**config.mk**
```make
export PLATFORM = sky130hd
export DESIGN_NAME = ex_mem_flag_reg
export DESIGN_NICKNAME = d
export VERILOG_FILES = /design/src/rtl/ex_mem_flag_reg.sv
export SDC_FILE = /design/constraint.sdc
export NUM_CORES = 1
export LEC_CHECK = 0
export CORE_MARGIN = 4
export CORE_UTILIZATION = 35
export CTS_BUF_LIST = sky130_fd_sc_hd__clkbuf_4 sky130_fd_sc_hd__clkbuf_8
export CTS_CLUSTER_SIZE = 40
export DETAILED_ROUTE_END_ITERATION = 10
export PLACE_DENSITY = 0.77
export SLEW_MARGIN = 40
export SYNTH_ARGS = -nofsm -noshare
export SYNTH_HDL_FRONTEND = slang
export SYNTH_SLANG_ARGS = --single-unit
```
**constraint.sdc**
```tcl
create_clock -name clk -period 0.85 [get_ports clk]
set_input_delay 0.17 -clock clk [delete_from_list [all_inputs] [get_ports clk]]
set_output_delay 0.17 -clock clk [all_outputs]
set_load 0.02 [all_outputs]
```
**src/rtl/ex_mem_flag_reg.sv**
```systemverilog
// ex_mem_flag_reg: EX/MEM pipeline register plus Z/V/N processor flag register.
// Ports:
//   clk, rst_n                      clock (rising edge), asynchronous active-low reset
//   ex_valid .. ex_halt             execute-stage instruction, result and control
//   stall                           hold pipeline contents and flags
//   flush                           squash EX instruction, insert bubble (beats stall)
//   mem_valid .. mem_halt           registered copies of the EX fields
//   flag_z, flag_v, flag_n          registered zero / overflow / negative flags
module ex_mem_flag_reg #(
    parameter int DATA_W = 16,
    parameter int REG_AW = 4
) (
    input  logic              clk,
    input  logic              rst_n,
    input  logic              ex_valid,
    input  logic [3:0]        ex_opcode,
    input  logic [DATA_W-1:0] ex_result,
    input  logic              ex_ovfl,
    input  logic [REG_AW-1:0] ex_rd,
    input  logic              ex_reg_wr,
    input  logic              ex_mem_rd,
    input  logic              ex_mem_wr,
    input  logic [DATA_W-1:0] ex_store_data,
    input  logic              ex_halt,
    input  logic              stall,
    input  logic              flush,
    output logic              mem_valid,
    output logic [3:0]        mem_opcode,
    output logic [DATA_W-1:0] mem_result,
    output logic [REG_AW-1:0] mem_rd,
    output logic              mem_reg_wr,
    output logic              mem_mem_rd,
    output logic              mem_mem_wr,
    output logic [DATA_W-1:0] mem_store_data,
    output logic              mem_halt,
    output logic              flag_z,
    output logic              flag_v,
    output logic              flag_n
);
    logic set_zvn;
    logic set_z;
    logic load;

    always_comb begin
        load    = !flush && !stall;
        // ADD/SUB write all three flags; XOR and the shifts/rotate write only Z
        set_zvn = ex_valid && (ex_opcode == 4'b0000 || ex_opcode == 4'b0001);
        set_z   = set_zvn || (ex_valid && (ex_opcode == 4'b0010 || ex_opcode == 4'b0100 ||
                                           ex_opcode == 4'b0101 || ex_opcode == 4'b0110));
    end

    always_ff @(posedge clk or negedge rst_n) begin
        if (!rst_n) begin
            mem_valid      <= 1'b0;
            mem_opcode     <= '0;
            mem_result     <= '0;
            mem_rd         <= '0;
            mem_reg_wr     <= 1'b0;
            mem_mem_rd     <= 1'b0;
            mem_mem_wr     <= 1'b0;
            mem_store_data <= '0;
            mem_halt       <= 1'b0;
        end else if (flush) begin
            mem_valid      <= 1'b0;
            mem_opcode     <= '0;
            mem_result     <= '0;
            mem_rd         <= '0;
            mem_reg_wr     <= 1'b0;
            mem_mem_rd     <= 1'b0;
            mem_mem_wr     <= 1'b0;
            mem_store_data <= '0;
            mem_halt       <= 1'b0;
        end else if (!stall) begin
            mem_valid      <= ex_valid;
            mem_opcode     <= ex_opcode;
            mem_result     <= ex_result;
            mem_rd         <= ex_rd;
            // side-effecting controls of a bubble must never reach MEM/WB
            mem_reg_wr     <= ex_valid && ex_reg_wr;
            mem_mem_rd     <= ex_valid && ex_mem_rd;
            mem_mem_wr     <= ex_valid && ex_mem_wr;
            mem_store_data <= ex_store_data;
            mem_halt       <= ex_valid && ex_halt;
        end
    end

    // flags advance only on a load edge; a flush or stall leaves them untouched
    always_ff @(posedge clk or negedge rst_n) begin
        if (!rst_n) begin
            flag_z <= 1'b0;
            flag_v <= 1'b0;
            flag_n <= 1'b0;
        end else if (load) begin
            if (set_z)
                flag_z <= (ex_result == '0);
            if (set_zvn) begin
                flag_v <= ex_ovfl;
                flag_n <= ex_result[DATA_W-1];
            end
        end
    end
endmodule

```
==> impl_metrics.tcl <==
set metrics [dict create \
    wire_per_inst_microns 14.5 \
    period_minus_slack_ps 1310 \
    crit_fanout 2 \
    synthesis.area_sq_um 1970 \
    crit_buf_inv 1 \
    track_usage 0.148 \
    hp-class "primary input to flip-flop" \
    root_buffer "clkbuf_8" \
    rsz0062_at_grt "true" \
    num-fill-cells 485 \
    path_cells "buf_6, or4b_4, or3_4, mux2_4" \
    design.die.area_sq_um 6880 \
    place_hpwl_microns 3520 \
    drive_gt1_frac 0.340 \
    maxSlewViolCount 0 \
    fin_skew_ps 0 \
    start_util 0.359 \
    drtPass1Iterations 4 \
    io_buffers 97 \
    yosysSeqAreaShare 0.611 \
    reg2reg_setup_slack_ps -140 \
    cap_viol_max_count 0 \
    diodes 0 \
    ir_drop_uv 950 \
    fmax_mhz 765 \
    nets 334 \
    setup_violations 96 \
    leakage_nw 1.74 \
    worstMarginPinSlew_ps 722 \
    drc 0 \
    gp_routability_congestion 0.770 \
    finalSetupTns_ps -14660 \
    cp.required_ps 1040 \
    postRouteWirelength_microns 5180 \
    syn_nets 211 \
    htreeDepth 2 \
    synth_cells 161 \
    clkTransAtPathRegs_ps 80 \
    ios 98 \
    numCtsBuffers 5 \
    ant_nets 0 \
    status "finished with violations" \
    path_class "primary input to flip-flop" \
    gr-total-overflow 0 \
    drt_iter0_drc 82 \
    finalHoldViolCount 0 \
    core_area_sq_um 5470 \
    cts.sink_count 48 \
    whs_endpoint "mem_opcode[3]" \
    slowest_stage "or4b_4" \
    grt_max_degree 49 \
    violations "setup timing" \
    cp-start-kind "primary input" \
    hp-start "ex_opcode[3]" \
    cts_max_path_buffers 2 \
    rr_startpoint "flag_v" \
    path_depth 4 \
    endpoint_kind "flip-flop" \
    fin_ws_ps -457 \
    areaGrowthSynthToFinish_pct 74.2 \
    whs_ps 134 \
    rows 27 \
    period_share 1.54 \
    max-slew-margin-rel 0.519 \
    antenna_found_initial 0 \
    via_per_inst 4.68 \
    tritoncts "yes" \
    fin_util 0.626 \
    reg2reg_to "flag_v" \
    dp.cells 335 \
    ys_seq_elements 48 \
    grt_pass1_vias 1671 \
    worstRegToRegCells 3 \
    clk_latency_ps 290 \
    fin_cells 357 \
    die_w_microns 82.9 \
    yosys_warnings 0 \
    whs_path_depth 3 \
    vias 1671 \
    power-per-cell-area_nw_per_um2 1740 \
    synth_area_per_cell_sq_um 12.2 \
    cp.arrival_ps 1490 \
    grt_first_pass_wirelength_microns 8230 \
    ys_types 16 \
    cp_top_family "simple AND/OR/NAND/NOR gates" \
    die_y_microns 82.9 \
    max_stage_delay_ps 540 \
]
-- power breakdown --
group	switching [mW]	leakage, nW	total [mW]	internal (mW)
clock	0.742	0.0784	2.21	1.47
sequential	0.101	0.638	2.52	2.42
combinational	0.534	1.02	1.23	0.696
total	1.38	1.74	5.96	4.59
-- state kept, by name, summed over array words and instances (netlist names) --
register        flops
flag_n              1
flag_v              1
flag_z              1
mem_halt            1
mem_mem_rd          1
mem_mem_wr          1
mem_opcode          4
mem_rd              4
mem_reg_wr          1
mem_result         16
mem_store_data     16
mem_valid           1
-- placed cells by master, fill, tap and decap left out, types with 2 or more instances in the layout --
master,count
dlygate4sd2_1,12
nor2_1,45
mux2_4,2
a22oi_1,4
clkdlybuf4s50_1,32
nor4_2,3
bufinv_16,3
dfrtp_1,48
buf_6,50
buf_4,27
buf_2,3
mux2i_1,41
clkbuf_8,5
-- cell type report --
type | count | area [sq um] | area share
multi-input combinational | 102 | 734 | 0.214
clock inverter | 3 | 90.1 | 0.0263
sequential | 48 | 1200 | 0.351
timing repair buffer | 126 | 1240 | 0.361
clock buffer | 5 | 68.8 | 0.0201
tap | 72 | 90.1 | 0.0263
inverter | 1 | 3.75 | 0.00110
-- worst max-delay path by stage --
stage | from | to | slack (ps)
after floorplan | flush | flag_n | -710
after global placement | ex_opcode[3] | flag_n | -1110
after detailed placement | ex_opcode[3] | flag_v | -1120
after CTS | flush | flag_n | -470
after global routing | stall | flag_v | -450
final | stall | flag_v | -460
-- tightest hold or removal path: cells and delay by family --
kind,cells,cell delay [ps]
buf+inv,1,90
simple gates,1,80
mux,1,60
-- synth_stat cells --
master / number / area share
a21oi_1: 2 / 0.0051
a22oi_1: 4 / 0.015
buf_1: 1 / 0.0019
buf_2: 3 / 0.0076
buf_6: 1 / 0.0057
clkbuf_1: 5 / 0.0095
dfrtp_1: 48 / 0.61
inv_1: 1 / 0.0019
mux2_4: 2 / 0.015
mux2i_1: 41 / 0.21
nand4_1: 1 / 0.0032
nor2_1: 45 / 0.086
nor2b_1: 1 / 0.0032
nor4_1: 4 / 0.013
or3_4: 1 / 0.0057
or4b_4: 1 / 0.0070
-- layer usage --
layer,share of wire,track usage,vias to the layer above
met4,0.020,0.0475,0
li1,-,-,796
met5,0,0,-
met3,0.071,0.0546,11
met1,0.40,0.177,800
met2,0.50,0.249,64
-- repair_timing --
action,4_1_cts,5_1_grt
endpoints found under the hold margin,48,0
endpoints found under the setup margin,96,96
resized for setup,312,1
setup buffers,6,7
pin swaps,7,2
hold buffers,1,0
-- cell families (layout without fill, tap and decap cells) --
| logic type | count (synthesis) | after routing | share of synthesized area |
|---|---|---|---|
| simple gates | 53 | 53 | 0.118 |
| flops | 48 | 48 | 0.611 |
| mux | 43 | 43 | 0.224 |
| buf+inv | 11 | 135 | 0.0267 |
| compound gates | 6 | 6 | 0.0204 |
-- through the flow --
stage	power (mW)	worst slack, ps	instance area [sq um]
detailed placement	3.71	-1120	3090
CTS	6.01	-466	3370
global route	6.24	-448	3420
global placement	3.68	-1110	3090
finish	5.96	-457	3420
floorplan	3.03	-709	2010
Power figures use the tool's default switching activity.
==> RTL change, RTL diff (same flow settings) <==
The parameter `REG_AW` goes from 4 to 5.
--- a/src/rtl/ex_mem_flag_reg.sv
+++ b/src/rtl/ex_mem_flag_reg.sv
@@ -9,5 +9,5 @@
 module ex_mem_flag_reg #(
     parameter int DATA_W = 16,
-    parameter int REG_AW = 4
+    parameter int REG_AW = 5
 ) (
     input  logic              clk,
Ports: changed (resized ex_rd and mem_rd); port bits go from 98 to 100. No check against the original RTL was run, so the function may have changed too.
==> RTL change against the original RTL <==
The run still ends with setup timing left; cell area increased by 3.2%; sequential power increased by 2%; synthesized cell count increased by 1.9%; sequential cell count increased by 1; global-route usage about the same; setup slack improved by 28 ps; clock power decreased by 38%; synthesized area increased by 1.5%; fmax increased by 2.2%; count of clock-buffer cells in the layout increased by 2; power decreased by 12%; clock skew unchanged; wire length decreased by 0.14%; critical path type unchanged; highest routed layer unchanged.
==> RTL change: results (changes against the original RTL) <==
- Failing checks: setup timing
- Worst vdd ir: 744 µV (-22%)
- Vias: 1684 (+0.78%)
- Post-synth top cells: 49 x dfrtp_1, 46 x nor2_1, 42 x mux2i_1, 5 x buf_2
- Total Routed Length: 5170 µm (-0.14%)
- Worst slew margin: 68.6% (+17 points)
- Dpl cells: 339 (+1.2%)
- Syn Area/Cell: 12.2 µm² (-0.33%)
- Non-filler cells, final: 365 (+2.2%)
- Syn_nets: 215 (+1.9%)
- Hpwl dp: 3420 µm (-2.9%)
- Worst path arrival time: 1460 ps (-30 ps)
- Biggest regs: mem_result (16), mem_store_data (16), mem_rd (5)
- Setup tns final: -8550 ps (+6110 ps)
- # H-tree levels: 2 (unchanged)
- Post-synth cell types: 15 (-1)
- Net Sw Power: 1.36 mW (-1.2%)
- First-pass GRT wire length: 8380 µm (+1.8%)
- All-Layer GR Usage: 14.9% (+0.016 points)
- Drt initial violations: 88 (+7.3%)
- Fin nets: 344 (+3.0%)
- IO buf count: 99 (+2.1%)
- Synth top area cells: dfrtp_1 61%, mux2i_1 21%, nor2_1 8.7%
- Fraction of layout cells with a size suffix above 1: 36.2% (+2.1 points)
- P_leak: 1.78 nW (+2.4%)
- Critical-path maximum fanout: 2 (unchanged)
- Register area share after synthesis: 61.4% (+0.33 points)
- Synthesized flop and latch total: 49 (+2.1%)
- Setup violators final: 58 (-40%)
- Min setup slack post-route: -429 ps (+28.5 ps)
- Largest net degree at the start of global routing: 50 (+2.0%)
- GPL Wtd Cong: 0.712 (-7.6%)
- Status: finished, violations left
==> RTL change: layer usage <==
| metal | track usage (%) | part of all wire [%] | routed length (µm) |
|---|---|---|---|
| met5 | 0 | 0 | 0 |
| met3 | 3.95 | 5.6 | 288 |
| met1 | 17.7 | 41 | 2120 |
| met2 | 26.6 | 52 | 2710 |
| met4 | 3.95 | 1.1 | 59 |
==> RTL change: power by group through the flow <==
stage / registers [mW] / logic (mW) / clock network [mW]
2_1_floorplan: 2.77 / 0.317 / 0
3_3_place_gp: 2.58 / 1.17 / 0
3_5_place_dp: 2.59 / 1.18 / 0
4_1_cts: 2.58 / 1.25 / 1.42
5_1_grt: 2.60 / 1.40 / 1.52
6_report: 2.58 / 1.31 / 1.37
==> RTL change: path summary, 6_finish.rpt <==
path / from / endpoint / slack [ps]
worst max-delay path: stall / flag_v / -430
worst min-delay path: ex_opcode[3] / mem_opcode[3] / 140
worst max register to register: flag_n / flag_n / -160
worst min register to register: mem_store_data[8] / mem_store_data[8] / 550
max in group asynchronous: rst_n / mem_store_data[13] / 240
min in group asynchronous: rst_n / mem_result[12] / 380
==> RTL change: through the flow <==
stage / setup WS [ps] / utilization (%) / instance area [µm²]
after floorplan: -604 / - / 2040
after global placement: -1060 / 57.0 / 3140
after detailed placement: -1070 / 57.0 / 3140
after CTS: -475 / 61.5 / 3390
after global routing: -420 / 64.2 / 3530
final: -429 / 64.2 / 3530
==> RTL change: cells by family after synthesis <==
| kind of cell | synth area share, % |
|---|---|
| compound gates | 2.01 |
| simple gates | 11.6 |
| flops | 61.4 |
| buf+inv | 2.38 |
| mux | 22.6 |
==> RTL change: area by class of cell <==
| type | instances | area (µm²) |
|---|---|---|
| inverters | 1 | 3.75 |
| flip-flops and latches | 49 | 1230 |
| clock buffers | 7 | 90.1 |
| fillers | 444 | 1970 |
| multi-input cells | 104 | 790 |
| repair buffers | 132 | 1330 |
| well taps | 72 | 90.1 |
==> RTL change: what timing repair did <==
action	4_1_cts	5_1_grt
resized for setup	320	20
endpoints found under the setup margin	98	98
hold buffers	1	0
hold endpoints to repair	49	0
setup buffers	10	10
pin swaps	7	6
==> RTL change: worst min-delay path: cells and delay by family <==
kind          cells  cell delay, ps
mux               1              60
simple gates      1              80
buf+inv           1              80
